File: config.mk
export PLATFORM = sky130hd
export DESIGN_NAME = cpu_trace_buffer
export DESIGN_NICKNAME = d
export VERILOG_FILES = /design/src/rtl/cpu_trace_buffer.sv
export SDC_FILE = /design/constraint.sdc
export NUM_CORES = 1
export LEC_CHECK = 0
export ABC_AREA = 1
export BUFFER_PORTS_ARGS = -buffer_cell sky130_fd_sc_hd__buf_2
export CORE_UTILIZATION = 60
export CTS_BUF_LIST = sky130_fd_sc_hd__clkbuf_4 sky130_fd_sc_hd__clkbuf_8
export CTS_CLUSTER_SIZE = 28
export DETAILED_ROUTE_END_ITERATION = 8
export GPL_ROUTABILITY_DRIVEN = 0
export PLACE_DENSITY_LB_ADDON = 0.2
export SETUP_SLACK_MARGIN = 0.4
export SLEW_MARGIN = 20
export SYNTH_ARGS = -nofsm -noshare
export SYNTH_HDL_FRONTEND = slang
export SYNTH_SLANG_ARGS = --single-unit
File: constraint.sdc
create_clock -name clk -period 6.13 [get_ports clk]
set_clock_uncertainty 0.05 [all_clocks]
set_input_delay 1.226 -clock clk [delete_from_list [all_inputs] [get_ports clk]]
set_output_delay 1.226 -clock clk [all_outputs]
set_load 0.01 [all_outputs]
File: src/rtl/cpu_trace_buffer.sv
`default_nettype none
// ============================================================================
// Module   : cpu_trace_buffer
// Purpose  : Circular trace buffer for CPU debug. After arm, qualified
//            multi-channel samples are written into a DEPTH-entry ring.
//            A sampled trigger is followed by POST_TRIG further samples,
//            after which the capture is frozen and can be read out
//            oldest-first with single-cycle latency.
// Ports    : clk        - single clock, rising edge
//            reset      - asynchronous, active-high
//            ch_data    - NCH channels, channel k at [k*WIDTH +: WIDTH]
//            sample_en  - ch_data is valid this cycle
//            arm        - start a capture (IDLE or DONE)
//            trig       - trigger event (sampled only in CAPTURE)
//            rd_req     - request the next oldest entry (DONE only)
//            rd_data    - readout entry (+16-bit timestamp when enabled)
//            rd_valid   - rd_data valid this cycle
//            state      - IDLE=0, CAPTURE=1, POST=2, DONE=3
//            count      - number of valid entries
// Options  : TRACE_TIMESTAMP_EN - when defined, a 16-bit sample-clock
//            counter is stored with every entry and returned in
//            rd_data[NCH*WIDTH +: 16].
// Revision : 1.0 - initial release
// ============================================================================
module cpu_trace_buffer #(
    parameter int WIDTH     = 32,
    parameter int NCH       = 2,
    parameter int DEPTH     = 16,
    parameter int POST_TRIG = 8
) (
    input  logic                       clk,
    input  logic                       reset,
    input  logic [NCH*WIDTH-1:0]       ch_data,
    input  logic                       sample_en,
    input  logic                       arm,
    input  logic                       trig,
    input  logic                       rd_req,
`ifdef TRACE_TIMESTAMP_EN
    output logic [NCH*WIDTH+16-1:0]    rd_data,
`else
    output logic [NCH*WIDTH-1:0]       rd_data,
`endif
    output logic                       rd_valid,
    output logic [1:0]                 state,
    output logic [$clog2(DEPTH):0]     count
);

    localparam int AW = $clog2(DEPTH);
    localparam int CW = AW + 1;
    localparam int DW = NCH * WIDTH;
`ifdef TRACE_TIMESTAMP_EN
    localparam int EW = DW + 16;
`else
    localparam int EW = DW;
`endif

    localparam logic [1:0] IDLE    = 2'd0;
    localparam logic [1:0] CAPTURE = 2'd1;
    localparam logic [1:0] POST    = 2'd2;
    localparam logic [1:0] DONE    = 2'd3;

    logic [EW-1:0] mem [DEPTH];

    logic [AW-1:0] wr_ptr;
    logic [AW-1:0] rd_ptr;
    logic [AW-1:0] post_cnt;
    logic [CW-1:0] remaining;

    logic          wr_en;
    logic [EW-1:0] wr_entry;
    logic [AW-1:0] wr_next;
    logic [CW-1:0] cnt_next;
    logic [AW-1:0] oldest_next;
    logic          arm_accept;

`ifdef TRACE_TIMESTAMP_EN
    logic [15:0] timestamp;

    // Cleared whenever a capture starts, counts every cycle of an active capture.
    always_ff @(posedge clk or posedge reset) begin
        if (reset) begin
            timestamp <= '0;
        end else if (arm_accept) begin
            timestamp <= '0;
        end else if (state == CAPTURE || state == POST) begin
            timestamp <= timestamp + 16'd1;
        end
    end

    assign wr_entry = {timestamp, ch_data};
`else
    assign wr_entry = ch_data;
`endif

    assign arm_accept = arm && (state == IDLE || state == DONE);
    assign wr_en      = sample_en && (state == CAPTURE || state == POST);
    assign wr_next    = wr_ptr + 1'b1;
    assign cnt_next   = (count == CW'(DEPTH)) ? count : count + 1'b1;
    // Oldest entry once the current write lands; when the ring is full the
    // low bits of cnt_next are zero and the oldest is the next write slot.
    assign oldest_next = wr_next - cnt_next[AW-1:0];

    // Storage carries no reset; stale contents are never read because
    // remaining bounds every readout.
    always_ff @(posedge clk) begin
        if (wr_en) begin
            mem[wr_ptr] <= wr_entry;
        end
    end

    always_ff @(posedge clk or posedge reset) begin
        if (reset) begin
            state     <= IDLE;
            count     <= '0;
            wr_ptr    <= '0;
            rd_ptr    <= '0;
            post_cnt  <= '0;
            remaining <= '0;
            rd_valid  <= 1'b0;
            rd_data   <= '0;
        end else begin
            rd_valid <= 1'b0;
            case (state)
                IDLE: begin
                    if (arm) begin
                        state  <= CAPTURE;
                        count  <= '0;
                        wr_ptr <= '0;
                    end
                end
                CAPTURE: begin
                    if (sample_en) begin
                        wr_ptr <= wr_next;
                        count  <= cnt_next;
                        if (trig) begin
                            if (POST_TRIG == 0) begin
                                state     <= DONE;
                                rd_ptr    <= oldest_next;
                                remaining <= cnt_next;
                            end else begin
                                state    <= POST;
                                post_cnt <= AW'(POST_TRIG);
                            end
                        end
                    end
                end
                POST: begin
                    if (sample_en) begin
                        wr_ptr   <= wr_next;
                        count    <= cnt_next;
                        post_cnt <= post_cnt - 1'b1;
                        if (post_cnt == AW'(1)) begin
                            state     <= DONE;
                            rd_ptr    <= oldest_next;
                            remaining <= cnt_next;
                        end
                    end
                end
                DONE: begin
                    if (arm) begin
                        // Restart discards whatever has not been read yet.
                        state     <= CAPTURE;
                        count     <= '0;
                        wr_ptr    <= '0;
                        remaining <= '0;
                    end else if (rd_req && remaining != '0) begin
                        rd_data   <= mem[rd_ptr];
                        rd_valid  <= 1'b1;
                        rd_ptr    <= rd_ptr + 1'b1;
                        remaining <= remaining - 1'b1;
                        if (remaining == CW'(1)) begin
                            state <= IDLE;
                            count <= '0;
                        end
                    end
                end
                default: state <= IDLE;
            endcase
        end
    end

endmodule
`default_nettype wire

; Word-level counts from Yosys, hierarchy flattened
; Memories as Yosys holds them, arrays and structs flattened. A register that Yosys moved wholly into a read port is not among the register bits.
; Index checks and enable logic that the tools add are counted.
[word_totals]
regBits = 25
mem_bits_rw = 1024
in_bits = 70
out_inout_bits = 72
word_cells = 86
mem_count = 1
[memory_table]
columns = memory, depth, word_bits, read_ports, rd_ports_with_merged_regs, wr, line
row1 = mem, 16, 64, 1, 1, 1, 62  ; logic [EW-1:0] mem [DEPTH];
[classes]
add_sub_neg = 6
n_eq_ne = 17
n_mux = 38
bitwise = 1
n_reduce_logical = 16
[op_table]
columns = cell, count
row1 = 5-bit two-way mux, 10
row2 = 4-bit two-way mux, 9
row3 = 4-bit one-hot mux with 2 select lines, 3
row4 = 2-bit two-way mux, 8
row5 = 5-bit one-hot mux with 3 select lines, 1
row6 = 4-bit AND reduction, 3
row7 = 2-bit inequality test (second input constant), 5
row8 = 5-bit one-hot mux with 2 select lines, 1
row9 = 4-bit by 1-bit adder with 4-bit output (second input constant), 2
row10 = 2-bit by 1-bit inequality test with 1-bit output (second input constant), 4
row11 = 2-bit one-hot mux with 4 select lines, 1
row12 = 7-bit AND reduction, 1
row13 = 3-bit by 2-bit inequality test with 1-bit output (second input constant), 2
row14 = 5-bit by 1-bit adder with 5-bit output (second input constant), 1
row15 = 5-bit by 1-bit == test with 1-bit output (second input constant), 1
row16 = 5-bit == test (second input constant), 1
row17 = 1-bit two-way mux, 5
row18 = 5-bit AND reduction, 1
row19 = 5-bit nonzero test, 1
row20 = 5-bit by 1-bit subtractor with 5-bit output (second input constant), 1
row21 = 2-bit == test (second input constant), 2
row22 = 4-bit by 1-bit == test with 1-bit output (second input constant), 1
row23 = 2-bit nonzero test, 2
row24 = 2-bit OR reduction, 2
row25 = other kinds (9), 10

; Longest topological paths before layout
[depth]
depth_word = 6
depth_mapped = 16

; Worst setup path before layout
; OpenSTA, ideal clock, no wires.
[synth_path]
path_kind = input to register
from = in sample_en
to = mem mem[0][0] (netlist bit), enable pin
setup_ns = 0.486
arrival_time_ns = 4.249
required_ns = 5.594
path_slack_ns = 1.344
path_stages = 4
n_path_buf = 0
path_cell_list = nand2_1 > inv_1 > nand2_1 > nor2_1
[synth_between]
elab_chain_cells = 3
[synth_rtl]
columns = element, line
row1 = start: declaration, 34  ; input logic sample_en,
row2 = 1-bit logical AND, 96  ; assign wr_en = sample_en && (state == CAPTURE || state == POST);
row3 = 1-bit two-way mux, 106  ; if (wr_en) begin
row4 = 1-bit two-way mux (not written as such), 107  ; mem[wr_ptr] <= wr_entry;
row5 = end: declaration, 62
; No other way between the ends.

; Worst setup path in the final report
[layout_path]
from = reg state[0]
to = reg rd_data[4] (read register of mem)
[layout_between]
elab_chain_cells = 2
[layout_rtl]
columns = element, line
row1 = start: declaration, 44  ; output logic [1:0] state,
row2 = start signal: assignment, 113  ; state <= IDLE;
row3 = start signal: assignment, 126  ; state <= CAPTURE;
row4 = start signal: assignment, 137  ; state <= DONE;
row5 = 2-bit == test, 123  ; case (state)
row6 = 3-bit AND reduction (no source line), -
row7 = end: declaration, 41  ; output logic [NCH*WIDTH-1:0] rd_data,
; No other way between the ends.
; A chain may end at the register's enable or synchronous reset.

==> results_dict.tcl <==
set metrics [dict create \
    fin_total_pwr_w 0.02178 \
    syn_avg_cell_area_sq_um 11.41 \
    drc 0 \
    worst-setup-path-type "reg2reg" \
    wl_met1_mm 44.33 \
    tns_ns 0 \
    rr_worst_depth 9 \
    io_buffers 141 \
    layout-drive-gt1-share_pct 11.88 \
    rsz0062_at_grt "no" \
    synthXorXnorAreaFrac_pct 0.1160 \
    crit_fanout 39 \
    finalCritPeriodShare_pct 66.29 \
    grt_overflow 0 \
    finalCriticalPeriod_ns 4.063 \
    cts_tree "built" \
    pin_count 142 \
    cts-root-buf "clkbuf_8" \
    nets 4195 \
    ir_drop_mv 0.3098 \
    finalMaxSlewViolations 0 \
    synth_cell_types 26 \
    cp.arrival_ns 4.71 \
    holdPathEnd "rd_data[32]" \
    cap_violations 0 \
    crit_chain "ha_1 > inv_1 > nor2_2 > inv_1 > nor2_4 > clkinv_2 > buf_4 > nand2_1 > nand2_1" \
    regArea_sq_um 32990 \
    hpwl_mm 53.33 \
    start_util_pct 60.77 \
    clock_path_buffers 3 \
    synth_edf_count 1024 \
    hold_buffers 0 \
    synthArstFlopShare_pct 7.996 \
    worst_slew_pin_slew_ns 1.122 \
    htreeDepth 4 \
    antenna_found_initial 7 \
    dp.cells 4898 \
    status "finished clean" \
    chipWidth_microns 276.8 \
    cts_buffers 174 \
    cp-start-kind "flip-flop" \
    grt_max_degree 175 \
    ant_nets 0 \
    synthFlopType "edfxtp_1" \
    wirelength_mm 106.3 \
    grt_first_pass_wirelength_mm 164.3 \
    synth_top_family_by_area "simple AND/OR/NAND/NOR gates" \
    worstReg2RegEnd "rd_data[4]" \
    setup_viol 0 \
    insertion_delay_ns 0.82 \
    vias 29564 \
    hold_start "rd_data[32]" \
    slew_headroom_pct 25.21 \
    cts_resized 0 \
    synthMuxAreaShare_pct 0 \
    min_path_type "reg2reg" \
    synth_fa_ha_area_share_pct 0.5687 \
    r2r_slack_ns 2.07 \
    critPathRequiredTime_ns 6.78 \
    area_growth_pct 10.83 \
    row_count 100 \
    grt_pass1_vias 28682 \
    pre_cts_ws_ns 1.962 \
    yosysSeqAreaShare_pct 72.77 \
    cp_slowest_cell "nor2_4" \
    reg2reg_from "state[0]" \
    vias_per_cell 5.659 \
    p_leak_nw 19.53 \
    final-hold-violation-count 0 \
    power_per_cell_area_nw_per_um2 433.6 \
    routed.top_layer "met5" \
    n_fill_cell 5442 \
    multi_input_area_sq_um 10830 \
    die_area_sq_um 76630 \
    clock_sinks 1113 \
    route.met3.wl_mm 9.135 \
    drtIter0Drc 3179 \
    finalNonFillerCells 5224 \
    endpoint_kind "flip-flop" \
    cpPeakStageDelay_ns 0.82 \
    timing.final.ws_setup_ns 2.067 \
    dieHeight_microns 276.8 \
    fmax_ghz 0.2461 \
    core-area_sq_um 74570 \
    met2_wirelength_mm 50.67 \
    synth-warning-count 0 \
    first_pass_iters 6 \
    postCtsSetupRepairBufs 0 \
    synth.ff_latch_count 1113 \
    syn-num-nets 4061 \
    synth-simple-area-share_pct 19.65 \
    synth-compound-area-share_pct 3.285 \
    wl_per_cell_microns 20.34 \
    grt_usage_pct 27.96 \
    path_clk_slew_ns 0.06 \
    hold_depth 2 \
    synth_cells 3971 \
    synth_area_sq_um 45320 \
]
==> logic make-up (layout without fill, tap and decap cells) <==
family | after synthesis | after routing
XOR/XNOR | 6 | 6
flip-flops | 1113 | 1113
buffers and inverters | 368 | 648
AND/OR/NAND/NOR | 2201 | 2201
other | 0 | 4
AO/OA/AOI/OAI | 263 | 263
adder cells (fa/ha/maj) | 20 | 20
==> metrics by stage <==
step                      utilization, %  hold WS [ns]  instance area, sq um
final                              67.35        0.4234                 50230
after global placement             62.66        0.4094                 46730
after detailed placement           62.66        0.4098                 46730
after global routing               67.35        0.4516                 50230
after floorplan                        -        0.4158                 45320
after CTS                          67.34        0.4267                 50210
==> cell type report <==
type                       instances  share of cell area [%]
timing repair buffer             186                   2.284
tap                              969                   2.414
multi-input combinational       2490                   21.56
antenna                            4                 0.01993
clock buffer                     263                   6.285
inverter                         140                   1.099
clock inverter                    59                  0.6552
sequential                      1113                   65.69
==> power by group <==
| group | total, W | switching (W) | internal (W) |
|---|---|---|---|
| logic | 0.00625 | 0.00439 | 0.00187 |
| registers | 0.00936 | 0.000488 | 0.00887 |
| clock network | 0.00617 | 0.00283 | 0.00334 |
==> cell usage in the layout (no fill, tap or decap), types with 6 or more instances in the layout <==
| master | count |
|---|---|
| a21oi_1 | 7 |
| buf_12 | 8 |
| buf_2 | 141 |
| buf_4 | 36 |
| clkbuf_4 | 74 |
| clkbuf_8 | 189 |
| clkinv_1 | 32 |
| clkinv_2 | 14 |
| clkinvlp_4 | 6 |
| dfrtp_1 | 85 |
| edfxtp_1 | 1024 |
| ha_1 | 19 |
| inv_1 | 134 |
| nand2_1 | 1382 |
| nand3_1 | 494 |
| nand4_1 | 6 |
| nor2_1 | 299 |
| nor2_4 | 17 |
| o211ai_1 | 65 |
| o21ai_0 | 78 |
| o21ai_1 | 107 |
==> registers in the layout (all words and copies together) (netlist names) <==
signal,count
rd_data,64
state,2
count,5
rd_valid,1
rd_ptr,4
mem,1024
remaining,5
post_cnt,4
wr_ptr,4
==> Yosys cell counts, types with 23 or more instances <==
library cell	count	area (sq um)
o21ai_1	107	535.5
inv_1	137	514.2
buf_1	23	86.33
nand3_1	494	2472
buf_2	113	565.5
clkbuf_1	67	251.5
nand2_1	1382	5187
dfrtp_1	89	2227
nor2_1	315	1182
edfxtp_1	1024	30750
o21ai_0	78	390.4
o211ai_1	65	488.0
==> worst max-delay path: cells and delay by family, from the launching register on <==
family	cells	cell delay [ns]
adder cells (fa/ha/maj)	1	0.46
buffers and inverters	4	1.63
flip-flops	1	0.45
AND/OR/NAND/NOR	4	1.27
==> how the worst max path moves through the flow <==
stage / slack (ns) / endpoint / depth (start not counted) / start
after floorplan: 1.34 / mem[0][0] / 4 / sample_en
after global placement: 2.08 / rd_data[57] / 8 / arm
after detailed placement: 1.96 / rd_data[4] / 8 / arm
after CTS: 2.12 / rd_data[4] / 9 / state[0]
after global routing: 1.88 / rd_data[4] / 9 / state[0]
final: 2.07 / rd_data[4] / 9 / state[0]
==> metal layers <==
metal	track usage, %	up-vias
met5	0	-
met4	9.017	6
met3	5.374	178
met2	44.95	1257
met1	38.86	14226
li1	-	13897
(Power assumes the default switching activity.)
